<file path="src/rtl/instr_fetch.sv">
// Instruction fetch: one-edge IR/PC load after MEM_RDY, holds IR while STALL is high, PC_LD redirects.
// Build with INSTR_FETCH_TIMEOUT_EN for a memory-wait timeout (FETCH_ERR pulse, one RETRY bubble).
`timescale 1ns/1ps
module instr_fetch #(
    parameter logic [15:0] RESET_PC    = 16'h3000,
    parameter int          TIMEOUT_CYC = 15
) (
    input  logic        CLK,
    input  logic        RST_N,
    input  logic        STALL,
    input  logic        PC_LD,
    input  logic [15:0] PC_IN,
    input  logic        MEM_RDY,
    input  logic [15:0] MEM_DATA,
    output logic        MEM_REQ,
    output logic [15:0] MEM_ADDR,
    output logic [15:0] IR,
    output logic        IR_VALID,
    output logic [15:0] PC,
    output logic        FETCH_ERR
);

    typedef enum logic [1:0] {
        S_FETCH = 2'd0,
        S_HOLD  = 2'd1,
        S_RETRY = 2'd2
    } state_t;

    state_t      state_q, state_d;
    logic [15:0] pc_q, pc_d;
    logic [15:0] ir_q, ir_d;
    logic        vld_q, vld_d;
    logic        wait_tick;
    logic        timeout;

    // A wasted FETCH cycle: request outstanding, no data, no redirect.
    assign wait_tick = (state_q == S_FETCH) && !PC_LD && !MEM_RDY;

`ifdef INSTR_FETCH_TIMEOUT_EN
    localparam int CW = (TIMEOUT_CYC < 2) ? 1 : $clog2(TIMEOUT_CYC + 1);
    localparam logic [CW-1:0] CNT_LAST = CW'(TIMEOUT_CYC - 1);

    logic [CW-1:0] cnt_q;
    logic          err_q;

    assign timeout = wait_tick && (cnt_q == CNT_LAST);

    // Leaving FETCH, data arriving or a redirect all drop wait_tick, which clears the count.
    always_ff @(posedge CLK) begin
        if (!RST_N || !wait_tick || timeout) begin
            cnt_q <= '0;
        end else begin
            cnt_q <= cnt_q + 1'b1;
        end
        err_q <= RST_N && timeout;
    end

    assign FETCH_ERR = err_q;
`else
    wire unused_timeout_cfg = (TIMEOUT_CYC != 0);

    assign timeout   = 1'b0;
    assign FETCH_ERR = 1'b0;
`endif

    always_comb begin
        state_d = state_q;
        pc_d    = pc_q;
        ir_d    = ir_q;
        vld_d   = vld_q;
        case (state_q)
            S_FETCH: begin
                if (PC_LD) begin
                    // Redirect wins over a same-cycle return; that data belongs to the old path.
                    pc_d = PC_IN;
                end else if (MEM_RDY) begin
                    ir_d    = MEM_DATA;
                    pc_d    = pc_q + 16'd1;
                    vld_d   = 1'b1;
                    state_d = S_HOLD;
                end else if (timeout) begin
                    state_d = S_RETRY;
                end
            end
            S_HOLD: begin
                if (PC_LD) begin
                    pc_d    = PC_IN;
                    vld_d   = 1'b0;
                    state_d = S_FETCH;
                end else if (!STALL) begin
                    vld_d   = 1'b0;
                    state_d = S_FETCH;
                end
            end
            S_RETRY: begin
                if (PC_LD) begin
                    pc_d = PC_IN;
                end
                state_d = S_FETCH;
            end
            default: begin
                state_d = S_FETCH;
                vld_d   = 1'b0;
            end
        endcase
    end

    always_ff @(posedge CLK) begin
        if (!RST_N) begin
            state_q <= S_FETCH;
            pc_q    <= RESET_PC;
            ir_q    <= 16'h0000;
            vld_q   <= 1'b0;
        end else begin
            state_q <= state_d;
            pc_q    <= pc_d;
            ir_q    <= ir_d;
            vld_q   <= vld_d;
        end
    end

    assign MEM_REQ  = (state_q == S_FETCH);
    assign MEM_ADDR = pc_q;
    assign IR       = ir_q;
    assign IR_VALID = vld_q;
    assign PC       = pc_q;

endmodule

</file>
<file path="config.mk">
export PLATFORM = sky130hd
export DESIGN_NAME = instr_fetch
export DESIGN_NICKNAME = d
export VERILOG_FILES = /design/src/rtl/instr_fetch.sv
export SDC_FILE = /design/constraint.sdc
export NUM_CORES = 1
export LEC_CHECK = 0
export BUFFER_PORTS_ARGS = -buffer_cell sky130_fd_sc_hd__buf_2
export CELL_PAD_IN_SITES_DETAIL_PLACEMENT = 0
export CELL_PAD_IN_SITES_GLOBAL_PLACEMENT = 2
export CORE_AREA = 3 3 88 90
export CTS_CLUSTER_SIZE = 25
export DETAILED_ROUTE_END_ITERATION = 8
export DIE_AREA = 0 0 91 93
export GPL_TIMING_DRIVEN = 0
export PLACE_DENSITY_LB_ADDON = 0.1
export SYNTH_ARGS = -nofsm -noshare
export SYNTH_HDL_FRONTEND = slang
export SYNTH_SLANG_ARGS = --single-unit
</file>
<file path="constraint.sdc">
create_clock -name CLK -period 2.1 [get_ports CLK]
set_input_delay 0.21 -clock CLK [delete_from_list [all_inputs] [get_ports CLK]]
set_output_delay 0.21 -clock CLK [all_outputs]
set_load 0.01 [all_outputs]
</file>
After elaboration in Yosys (flattened, before gate mapping)
Cells that the tools add are included.
- register bits after elaboration: 35
- input port bits: 37
- output and inout port bits: 51
- add/sub/neg operators: 1
- eq/ne operators: 7
- mux-type cells: 14
- bitwise gates (word level): 2
- reductions and logical operators: 7
- operators with widths (kind ; count):
    16-bit two-way mux ; 3
    16-bit case mux with 2 select lines ; 1
    16-bit by 1-bit adder with 16-bit output, second input constant ; 1
    3-bit AND reduction ; 3
    2-bit two-way mux ; 4
    3-bit != test, second input constant ; 2
    1-bit two-way mux ; 4
    2-bit != test, second input constant ; 2
    2-bit case mux with 2 select lines ; 1
    4-bit AND reduction ; 1
    1-bit case mux with 3 select lines ; 1
    2-bit by 1-bit equality test with 1-bit output, second input constant ; 1
    2-bit equality test, second input constant ; 1
    2-bit zero test ; 1
    2-bit by 1-bit != test with 1-bit output, second input constant ; 1
    1-bit NOT ; 2
    2-bit nonzero test ; 1
    2-bit OR reduction ; 1

Depth between registers and ports, before layout
Gate-level depths: netlist of run 1.
- depth in word-level cells: 4
- gate-level depth with buffers: 6
- gate-level depth less buffers: 5

Least setup slack after synthesis of run 1
Ideal clock, no wire load.
- kind: register to register
- start: register pc_q[0] (netlist: MEM_ADDR[0])
- end: register pc_q[10] (netlist: MEM_ADDR[10])
- setup time: 116 ps
- data arrival time: 1534 ps
- data required time: 1984 ps
- path slack: 450 ps
- stages on the path, launching flop included: 6
- clock period less this slack: 1650 ps
- cells stage by stage: dfxtp_1 > ha_1 > nand3b_1 > nor4_1 > xor2_1 > o211a_1
- longest elaborated chain between the ends: 4
- RTL lines (what ; line ; source):
    from (decl) ; 30 ; logic [15:0] pc_q, pc_d;
    from (signal assigned) ; 116 ; pc_q <= pc_d;
    16-bit by 1-bit adder with 16-bit output ; 78 ; pc_d = pc_q + 16'd1;
    16-bit two-way mux ; 76 ; end else if (MEM_RDY) begin
    16-bit two-way mux ; 73 ; if (PC_LD) begin
    16-bit case mux with 2 select lines ; 71 ; case (state_q)
Every way passes these cells. The select of a mux whose other input is x is not followed.
A chain may end at the register's enable or synchronous reset.

Worst setup path after layout of run 1
Same ends and word-level chain as after synthesis.

==> results.md, run 1 <==
* Post-route core utilization at 32.5%
* Synth Instances at 199
* Worst EP required at 2.28 ns
* Switching pwr at 0.411 mW
* Worst hold path depth at 2
* CTS tree: built
* Slew Limit Fails at 0
* Sequential element share of the synthesized area at 39.8%
* First-pass GRT wire length at 8240 µm
* Cells resized by post-CTS repair at 0
* RePlAce Congestion at 0.722
* Async SR Flop Fraction at 0%
* Max_cap viols at 0
* Number of post-CTS setup repair buffers at 0
* Count of cell types in the netlist at 38
* Total power at 1.55 mW
* Min-delay src: PC_IN[1]
* Post-synth EDFFs at 0
* Crit path launch: MEM_ADDR[0]
* DIE AREA at 8460 µm²
* Slew @ Worst Pin at 0.646 ns
* Initial Util at 23.3%
* Antenna Cells at 0
* CTS Hold Bufs at 0
* Status: complete, no violations
* Prevailing post-synth register cell: dfxtp_1
* GRT Max-Usage Layer: met2
* RR Endpoint: MEM_ADDR[10]
* Num ports at 88
* Clock Path Buffers at 2
* Routed Antenna Nets at 0
* Port buffer count at 86
* Switching portion of total power at 26.5%
* DP HPWL at 3970 µm
* Total GRT Usage at 12.3%
* RSZ-0062 raised after global routing: false
* Crit path DAT at 2.05 ns
* Met2 usage at 18.6%
* Worst R2R Start: MEM_ADDR[0]
* Skew final at 0.00529 ns
* Share of cells above drive strength 1 at 40.1%
* Final Hold Fails at 0
* CP Max Fanout at 7
* Cts bufs inserted at 5
* Mapped Area at 1660 µm²
* Avg Cell Area, Syn at 8.35 µm²
* Vias in the first global route at 1600
* FF-to-FF setup slack at 0.23 ns
* # fillers at 815
* M1 GR Usage at 16.6%
* Worst-skew pair later-pin latency at 0.28 ns
* DR vias/cell at 4.22
* Reg2reg path depth at 5
* WHS Endpoint: MEM_ADDR[1]
* Rel. slew slack at 56.7%
* Leakage at 1.06 nW
* Core box area at 7140 µm²
* Starting DRT DRC Count at 28
* Worst Hold Class: in -> reg
* Combinational fraction of design power at 17.0%
* CP startpoint kind: flip-flop
* Pwr/cell area at 668 nW/µm²
* Clock-pin slew on the worst setup and hold paths at 0.07 ns
* DIE WIDTH at 91 µm
* Worst vdd ir at 0.287 mV
* DRT Wirelength at 5160 µm
* DRT Pass-1 Iters at 4
* #FFs+latches synth at 33
* Area growth from synthesis to layout at 39.6%
* Grt ovf at 0
* WS Path Type: reg -> reg
* Residual DRC at 0
* CTS root buf: clkbuf_8
* Antenna violations before repair at 0
* Cell Rows at 31
* CTS sink cnt at 33
* Final setup viols at 0
* Via count at 1651
* H-tree depth at 2
* Die H at 93 µm
* Setup crit end kind: flip-flop
* Syn nets at 237
* Global routing usage on met3 at 4.10%
* Int Power at 1.14 mW
* Period utilisation layout at 89.2%
* Largest net degree at the start of global routing at 11
* Share of total power in sequential cells at 45.7%
* WL/cell at 13.2 µm
* Nets at 330
* Clock network power share at 37.3%
* Final min period at 1.87 ns
* Setup TNS at 0 ns
* Synth warn at 0
* Fmax achieved at 0.534 GHz
==> power by group through the flow <==
stage / Sequential (mW) / Clock (mW) / Combinational, mW
2_1_floorplan: 0.730 / 0 / 0.133
3_5_place_dp: 0.724 / 0 / 0.269
6_report: 0.708 / 0.578 / 0.264
3_3_place_gp: 0.724 / 0 / 0.269
5_1_grt: 0.716 / 0.637 / 0.295
4_1_cts: 0.709 / 0.609 / 0.270
==> cell usage in the layout, fill, tap and decap left out, types with 2 or more instances in the layout <==
master	instances
o211a_1	4
nor4_1	3
nand3_1	3
clkbuf_8	5
buf_4	17
nand4_1	8
dfxtp_1	33
o21ai_0	11
nor3_1	3
xor2_1	5
a31oi_1	2
buf_2	88
a21oi_1	8
nand2b_1	2
xnor2_1	5
nand2_1	42
clkbuf_1	7
inv_1	4
nor2_1	2
mux2i_1	3
a21boi_0	17
==> synthesized netlist by cell type (4+ instances only) <==
library cell	number	area [µm²]
buf_4	17	128
o21ai_0	11	55.1
nand4_1	8	50.1
nand2_1	42	158
dfxtp_1	33	661
xor2_1	5	43.8
xnor2_1	5	43.8
clkbuf_1	7	26.3
a21oi_1	8	40.0
inv_1	4	15.0
a21boi_0	17	128
o211a_1	4	40.0
==> logic make-up (layout without fill, tap and decap cells) <==
group / after synthesis / in the layout / synth area share [%]
simple gates: 73 / 73 / 21.8
compound gates: 47 / 47 / 19.4
flops: 33 / 33 / 39.8
buf+inv: 31 / 124 / 11.0
xor+xnor: 10 / 10 / 5.27
mux: 3 / 3 / 1.81
fa+ha+maj: 1 / 1 / 0.753
other cells: 1 / 1 / 0.226
==> sequential cells by signal, indices dropped and copies added, names as in the netlist <==
register and count:
MEM_ADDR 16, IR_VALID 1, IR 16
==> stage by stage <==
stage	hold WS [ns]	setup slack (ns)	cells	instance area, µm²
after global routing	0.134	0.0287	391	2320
after CTS	0.141	0.196	391	2320
after global placement	0.436	0.204	384	2220
after floorplan	0.348	0.450	199	1660
final	0.148	0.227	391	2320
after detailed placement	0.440	0.195	384	2220
==> cell type report <==
cell class / instances / area, µm² / area share [%]
well taps: 99 / 124 / 5.34
repair buffers: 86 / 430 / 18.6
plain buffers: 26 / 164 / 7.07
clock buffers: 5 / 68.8 / 2.97
inverters: 5 / 18.8 / 0.809
clock inverters: 2 / 35.0 / 1.51
flip-flops and latches: 33 / 661 / 28.5
multi-input cells: 135 / 818 / 35.3
==> layer usage <==
| metal | routed length (µm) | share of wire, % | vias to the layer above |
|---|---|---|---|
| li1 | - | - | 858 |
| met1 | 2600 | 50 | 733 |
| met2 | 2150 | 42 | 54 |
| met3 | 350 | 6.8 | 6 |
| met4 | 57 | 1.1 | 0 |
| met5 | 0 | 0 | - |
==> worst max-delay path by stage <==
stage | slack [ns] | depth (start not counted) | to
final | 0.23 | 5 | MEM_ADDR[10]
after CTS | 0.20 | 5 | MEM_ADDR[10]
after detailed placement | 0.20 | 5 | MEM_ADDR[10]
after floorplan | 0.45 | 5 | MEM_ADDR[10]
after global placement | 0.20 | 5 | MEM_ADDR[10]
after global routing | 0.03 | 5 | MEM_ADDR[10]
==> critical path: stages, from the launching register on <==
cell,delay (ns)
dfxtp_1,0.46
ha_1,0.29
nand3b_1,0.22
nor4_1,0.46
xor2_1,0.12
o211a_1,0.22
No activity file was read; power rests on OpenSTA's default activity.
==> run 2: changes to the inputs <==
- GPL_TIMING_DRIVEN: 0 -> unset
==> run 2 against run 1 <==
Effect of this change: count of clock-buffer cells in the layout increased by 2; largest power group unchanged; maximum frequency up 5.4%; combinational power is 6% lower; via count shrank 2.1%; sequential share of layout area grew 1.5 points; power shrank 3.8%; critical endpoint unchanged; die area did not move; setup slack gained 0.096 ns; critical path depth unchanged; non-clock buffer count fell by 19; cell area fell by 4.9%; routed wire length shrank 0.16%.
==> results.md, run 2 (synthesis gave the netlist of run 1 again) <==
* Starting DRT DRC Count at 36 (+29%)
* Via count at 1616 (-2.1%)
* Final setup viols at 0 (unchanged)
* CTS Hold Bufs at 0 (unchanged)
* Crit path DAT at 1.97 ns (-0.08 ns)
* CP Buf/Inv Count at 0 (unchanged)
* Number of post-CTS setup repair buffers at 0 (unchanged)
* Worst Hold Class: in -> reg
* Initial Util at 23.3% (unchanged)
* Final instance area at 2210 µm² (-4.9%)
* Total GRT Usage at 12.0% (-0.25 points)
* Share of total power in sequential cells at 46.9% (+1.2 points)
* DRT Pass-1 Iters at 4 (unchanged)
* Switching portion of total power at 28.1% (+1.6 points)
* CTS root buf: clkbuf_8
* Seq. cell area at 661 µm² (unchanged)
* Residual DRC at 0 (unchanged)
* Slowest stage cell, crit path: nor4_1
* DRT Wirelength at 5150 µm (-0.16%)
* Slowest stage delay, CP at 0.45 ns (about the same)
* Period utilisation layout at 84.6% (-4.6 points)
* Family with the most delay on the worst path: simple AND/OR/NAND/NOR gates
* Clock network power share at 36.3% (-1.0 points)
* Antenna violations before repair at 0 (unchanged)
* CTS tree: built
* Skew final at 0.00850 ns (+0.00321 ns)
* CP startpoint kind: flip-flop
* CP Max Fanout at 7 (unchanged)
* Largest net degree at the start of global routing at 27 (+16)
* H-tree depth at 2 (unchanged)
* Hold WS at 0.143 ns (-0.00514 ns)
* Setup TNS at 0 ns (unchanged)
* First-pass GRT wire length at 8050 µm (-2.3%)
* Leakage at 0.996 nW (-6.2%)
* Routed Antenna Nets at 0 (unchanged)
* Worst vdd ir at 0.246 mV (-14%)
* Int Power at 1.07 mW (-5.8%)
* Stages on the worst setup path at 5 (unchanged)
* Die H at 93 µm (unchanged)
* Setup crit end kind: flip-flop
* Placed inst area at 2100 µm² (-5.0%)
* Cell Rows at 31 (unchanged)
* Switching pwr at 0.418 mW (+1.8%)
* Antenna Cells at 0 (unchanged)
* Critical-path cell list: ha_1 -> nand3b_1 -> nor4_1 -> xor2_1 -> o211a_1
* Worst-skew pair later-pin latency at 0.29 ns (about the same)
* Most common cell after layout, fill and taps aside: buf_2
* Share of cells above drive strength 1 at 38.7% (-1.4 points)
* Final min period at 1.78 ns (-0.0962 ns)
* Clock-pin slew on the worst setup and hold paths at 0.08 ns (about the same)
* DIE WIDTH at 91 µm (unchanged)
* RSZ-0062 raised after global routing: false
* # fillers at 833 (+2.2%)
* Clock Path Buffers at 2 (unchanged)
* Pwr/cell area at 676 nW/µm² (+1.2%)
* Cts bufs inserted at 5 (unchanged)
* Multi-input logic area at 818 µm² (unchanged)
* Fmax achieved at 0.563 GHz (+5.4%)
* Commonest cells after routing, fill and taps aside: 86 x buf_2, 42 x nand2_1, 33 x dfxtp_1, 17 x a21boi_0, 11 x o21ai_0
* RePlAce Congestion at 0.720 (-0.25%)
* DR vias/cell at 4.33 (+2.6%)
* Rel. slew slack at 60.5% (+3.8 points)
* DP HPWL at 3800 µm (-4.3%)
* Slew @ Worst Pin at 0.590 ns (-0.0556 ns)
* Max_cap viols at 0 (unchanged)
* Status: complete, no violations
* Grt ovf at 0 (unchanged)
* Area growth from synthesis to layout at 32.8%
* Slew Limit Fails at 0 (unchanged)
* Final Hold Fails at 0 (unchanged)
* DIE AREA at 8460 µm² (unchanged)
* Vias in the first global route at 1551 (-3.1%)
* Cells resized by post-CTS repair at 0 (unchanged)
* CTS sink cnt at 33 (unchanged)
* Combinational fraction of design power at 16.7% (-0.3 points)
* Worst hold path depth at 2 (unchanged)
* Core box area at 7140 µm² (unchanged)
* Port buffer count at 86 (unchanged)
* WS Path Type: reg -> reg
* Reg2reg path depth at 5 (unchanged)
* WL/cell at 13.8 µm (+4.7%)
* Nets at 311 (-5.8%)
* Worst EP required at 2.29 ns (about the same)
* Num ports at 88 (unchanged)
==> run 2: worst register-to-register path, stage by stage, from the launching register on <==
cell	delay (ns)
dfxtp_1	0.44
ha_1	0.27
nand3b_1	0.19
nor4_1	0.45
xor2_1	0.12
o211a_1	0.22
==> run 2: path summary, 6_finish.rpt <==
kind                                  start           end  slack, ns
worst min-delay path               PC_IN[0]   MEM_ADDR[0]       0.14
worst max register to register  MEM_ADDR[1]  MEM_ADDR[10]       0.32
worst min register to register       IR[11]        IR[11]       0.46
worst max-delay path            MEM_ADDR[1]  MEM_ADDR[10]       0.32
==> run 2: through the flow <==
stage | total power [mW] | utilization, % | setup WS [ns] | instances
final | 1.49 | 30.9 | 0.323 | 373
after global routing | 1.57 | 30.9 | 0.140 | 373
after global placement | 0.972 | 29.5 | 0.376 | 365
after CTS | 1.52 | 30.9 | 0.293 | 373
after floorplan | 0.864 | - | 0.450 | 199
after detailed placement | 0.970 | 29.5 | 0.304 | 365
==> run 2: power groups by stage <==
stage / combinational, mW / sequential, mW / clock (mW)
after floorplan: 0.133 / 0.730 / 0
after global placement: 0.257 / 0.714 / 0
after detailed placement: 0.255 / 0.715 / 0
after CTS: 0.256 / 0.701 / 0.562
after global routing: 0.279 / 0.708 / 0.587
final: 0.249 / 0.700 / 0.542
==> run 2: final cells by class <==
type / instances / share of cell area (%)
multi-input combinational: 135 / 37.1
sequential: 33 / 29.9
timing repair buffer: 93 / 21.9
tap: 99 / 5.62
clock buffer: 7 / 4.37
inverter: 5 / 0.851
clock inverter: 1 / 0.227
==> run 2: per-layer routing <==
layer  part of all wire, %  global-route usage, %
met1                    50                   16.4
met5                     0                      0
met3                   6.3                   3.06
met4                   1.1                   3.77
met2                    42                   18.6
==> run 3: changes to the inputs <==
- ABC_AREA: unset -> 1
- CORE_AREA: 3 3 88 90 -> 3 3 94 96
- DIE_AREA: 0 0 91 93 -> 0 0 97 99
- clock period: 2.1 -> 1.7 ns (I/O delays scaled with it)
==> run 3 against run 2 <==
Effect of this change: flip-flop and latch count is the same; die area grew 13%; non-clock buffer count shrank 1; routed wire length grew 16%; largest cell class unchanged.
==> results.md, run 3 <==
* WL/cell at 13.3 µm (-3.9%)
* CTS sink cnt at 33 (unchanged)
* Cells resized by post-CTS repair at 0 (unchanged)
* H-tree depth at 2 (unchanged)
* Crit path launch: MEM_ADDR[1]
* Antenna Cells at 0 (unchanged)
* Grt ovf at 0 (unchanged)
* Sequential element share of the synthesized area at 35.5% (-4.3 points)
* Share of cells above drive strength 1 at 36.0% (-2.6 points)
* Port buffer count at 86 (unchanged)
* Worst-skew pair later-pin latency at 0.28 ns (about the same)
* Post-synth EDFFs at 0 (unchanged)
* Residual DRC at 0 (unchanged)
* Min-delay src: MEM_DATA[13]
* Most common cell in the netlist: nor2_1
* Final Instance Count excl. Fillers at 449 (+20%)
* WHS Endpoint: IR[13]
* Commonest cells after routing, fill and taps aside: 86 x buf_2, 57 x nor2_1, 40 x nand2_1, 33 x dfxtp_1, 29 x o21ai_0
* Placed cell count at 441 (+21%)
* Leakage at 1.20 nW (+20%)
* Main area contributors after synthesis: dfxtp_1 36%, nor2_1 11%, nand2_1 8.1%, o21ai_0 7.8%, buf_4 7.3%
* Cts bufs inserted at 5 (unchanged)
* DIE AREA at 9600 µm² (+13%)
* Yosys top cell by area: dfxtp_1
* Final instance area at 2410 µm² (+9.4%)
* Number of post-CTS setup repair buffers at 0 (unchanged)
* Synth warn at 0 (unchanged)
* Post-synth top cells: 57 x nor2_1, 40 x nand2_1, 33 x dfxtp_1
* Avg Cell Area, Syn at 6.87 µm² (-18%)
* Worst EP required at 1.92 ns (-0.37 ns)
* WS Path Type: reg -> reg
* CP startpoint kind: flip-flop
* Synth Instances at 271 (+36%)
* Skew final at 0.00647 ns (-0.00203 ns)
* # fillers at 932 (+12%)
* First-pass GRT wire length at 9760 µm (+21%)
* Vias in the first global route at 1917 (+24%)
* Async SR Flop Fraction at 0% (unchanged)
* Nets at 381 (+23%)
* DRT Wirelength at 5960 µm (+16%)
* Core box area at 8130 µm² (+14%)
* Prevailing post-synth register cell: dfxtp_1
* Final min period at 1.44 ns (-0.338 ns)
* #FFs+latches synth at 33 (unchanged)
* FF-to-FF setup slack at 0.26 ns (-0.06 ns)
* Worst R2R Start: MEM_ADDR[1]
* Fmax achieved at 0.695 GHz (+24%)
* Placed inst area at 2290 µm² (+8.9%)
* RR Endpoint: MEM_ADDR[12]
* RSZ-0062 raised after global routing: false
* Starting DRT DRC Count at 36 (unchanged)
* Routed Antenna Nets at 0 (unchanged)
* DR vias/cell at 4.27 (-1.6%)
* Worst hold path depth at 3 (+1)
* CP Max Fanout at 6 (-1)
* Max_cap viols at 0 (unchanged)
* CTS root buf: clkbuf_8
* Area growth from synthesis to layout at 29.7%
* Mapped Area at 1860 µm² (+12%)
* Syn nets at 309 (+30%)
* Clock-pin slew on the worst setup and hold paths at 0.07 ns (about the same)
* Cell Rows at 33 (+6.5%)
* Critical-path cell list: ha_1 -> nand2_1 -> nor2_4 -> nand3_1 -> or2_0 -> nand3_1 -> nand2_1 -> nand3_2
* Worst setup margin at 0.261 ns (-0.0617 ns)
* Total GRT Usage at 12.5% (+0.48 points)
* Via count at 1915 (+19%)
* Setup crit end kind: flip-flop
* Family with the most delay on the worst path: simple AND/OR/NAND/NOR gates
* Final setup viols at 0 (unchanged)
* Num ports at 88 (unchanged)
* Status: complete, no violations
* CTS tree: built
* Slowest stage delay, CP at 0.40 ns (-0.05 ns)
* Most common cell after layout, fill and taps aside: buf_2
* Largest net degree at the start of global routing at 21 (-22%)
* Top cell type's share of synthesized area at 35.5% (-4.3 points)
* Antenna violations before repair at 0 (unchanged)
* Initial Util at 22.9% (-0.41 points)
* Count of cell types in the netlist at 30 (-21%)
* Die H at 99 µm (+6.5%)
* Slowest stage cell, crit path: dfxtp_1
* Pwr/cell area at 875 nW/µm² (+29%)
* DP HPWL at 4600 µm (+21%)
* Setup TNS at 0 ns (unchanged)
* CP Buf/Inv Count at 0 (unchanged)
* CTS Hold Bufs at 0 (unchanged)
* DIE WIDTH at 97 µm (+6.6%)
* Period utilisation layout at 84.6% (about the same)
* RePlAce Congestion at 0.740 (+2.7%)
* Crit path DAT at 1.66 ns (-0.31 ns)
* Worst vdd ir at 0.255 mV (+3.8%)
* Reg2reg path depth at 8 (+3)
* DRT Pass-1 Iters at 4 (unchanged)
* DP Worst Slack at 0.268 ns (-0.0354 ns)
* Clock Path Buffers at 2 (unchanged)
* Slew Limit Fails at 0 (unchanged)
* Final Hold Fails at 0 (unchanged)
* Worst Hold Class: in -> reg
==> run 3: cell count changes after synthesis, moves of 6 or more <==
cell,delta
nand4_1,-6
a21boi_0,-17
nand3_1,+10
nor2_1,+55
inv_1,+10
o21ai_0,+18
==> run 3: cells by family after synthesis <==
family	synth area share, %
flip-flops	35.5
AND/OR/NAND/NOR	31.9
AO/OA/AOI/OAI	16.7
other	0.202
multiplexers	0.538
buffers and inverters	13.0
adder cells (fa/ha/maj)	0.672
XOR/XNOR	1.41
==> run 3: worst max-delay path by stage <==
| stage | end | slack, ns | cells past startpoint |
|---|---|---|---|
| floorplan | MEM_ADDR[12] | 0.33 | 8 |
| global placement | MEM_ADDR[12] | 0.30 | 8 |
| detailed placement | MEM_ADDR[12] | 0.27 | 8 |
| CTS | MEM_ADDR[12] | 0.24 | 8 |
| global route | MEM_ADDR[10] | 0.09 | 9 |
| finish | MEM_ADDR[12] | 0.26 | 8 |
==> run 3: area by class of cell <==
class	count	area (µm²)	area share [%]
clock buffer	6	82.6	3.42
clock inverter	2	37.5	1.56
inverter	18	67.6	2.80
multi-input combinational	193	957	39.7
sequential	33	661	27.4
tap	105	131	5.45
timing repair buffer	92	475	19.7
==> run 3: layer usage <==
metal | GRT usage [%] | up-vias | wire length (µm)
met2 | 21.1 | 63 | 2730
met3 | 3.96 | 2 | 454
met5 | 0 | - | 0
met1 | 15.5 | 850 | 2740
met4 | 3.24 | 0 | 37
li1 | - | 1000 | -
==> run 3: power breakdown <==
part	internal [mW]	switching [mW]	total, mW
logic	0.179	0.245	0.423
clock network	0.477	0.304	0.781
registers	0.835	0.0711	0.906
total	1.49	0.620	2.11
==> run 3: tightest hold or removal path, stage by stage <==
cell and delay (ns):
buf_2 0.08, nor2_1 0.03, nor2_1 0.08
==> run 3: stage by stage <==
stage                     utilization (%)  power (mW)  hold slack, ns
after global placement               28.2        1.36           0.391
final                                29.7        2.11           0.109
after global routing                 29.7        2.25           0.106
after CTS                            29.7        2.16          0.0973
after detailed placement             28.2        1.36           0.399
after floorplan                         -        1.20           0.305
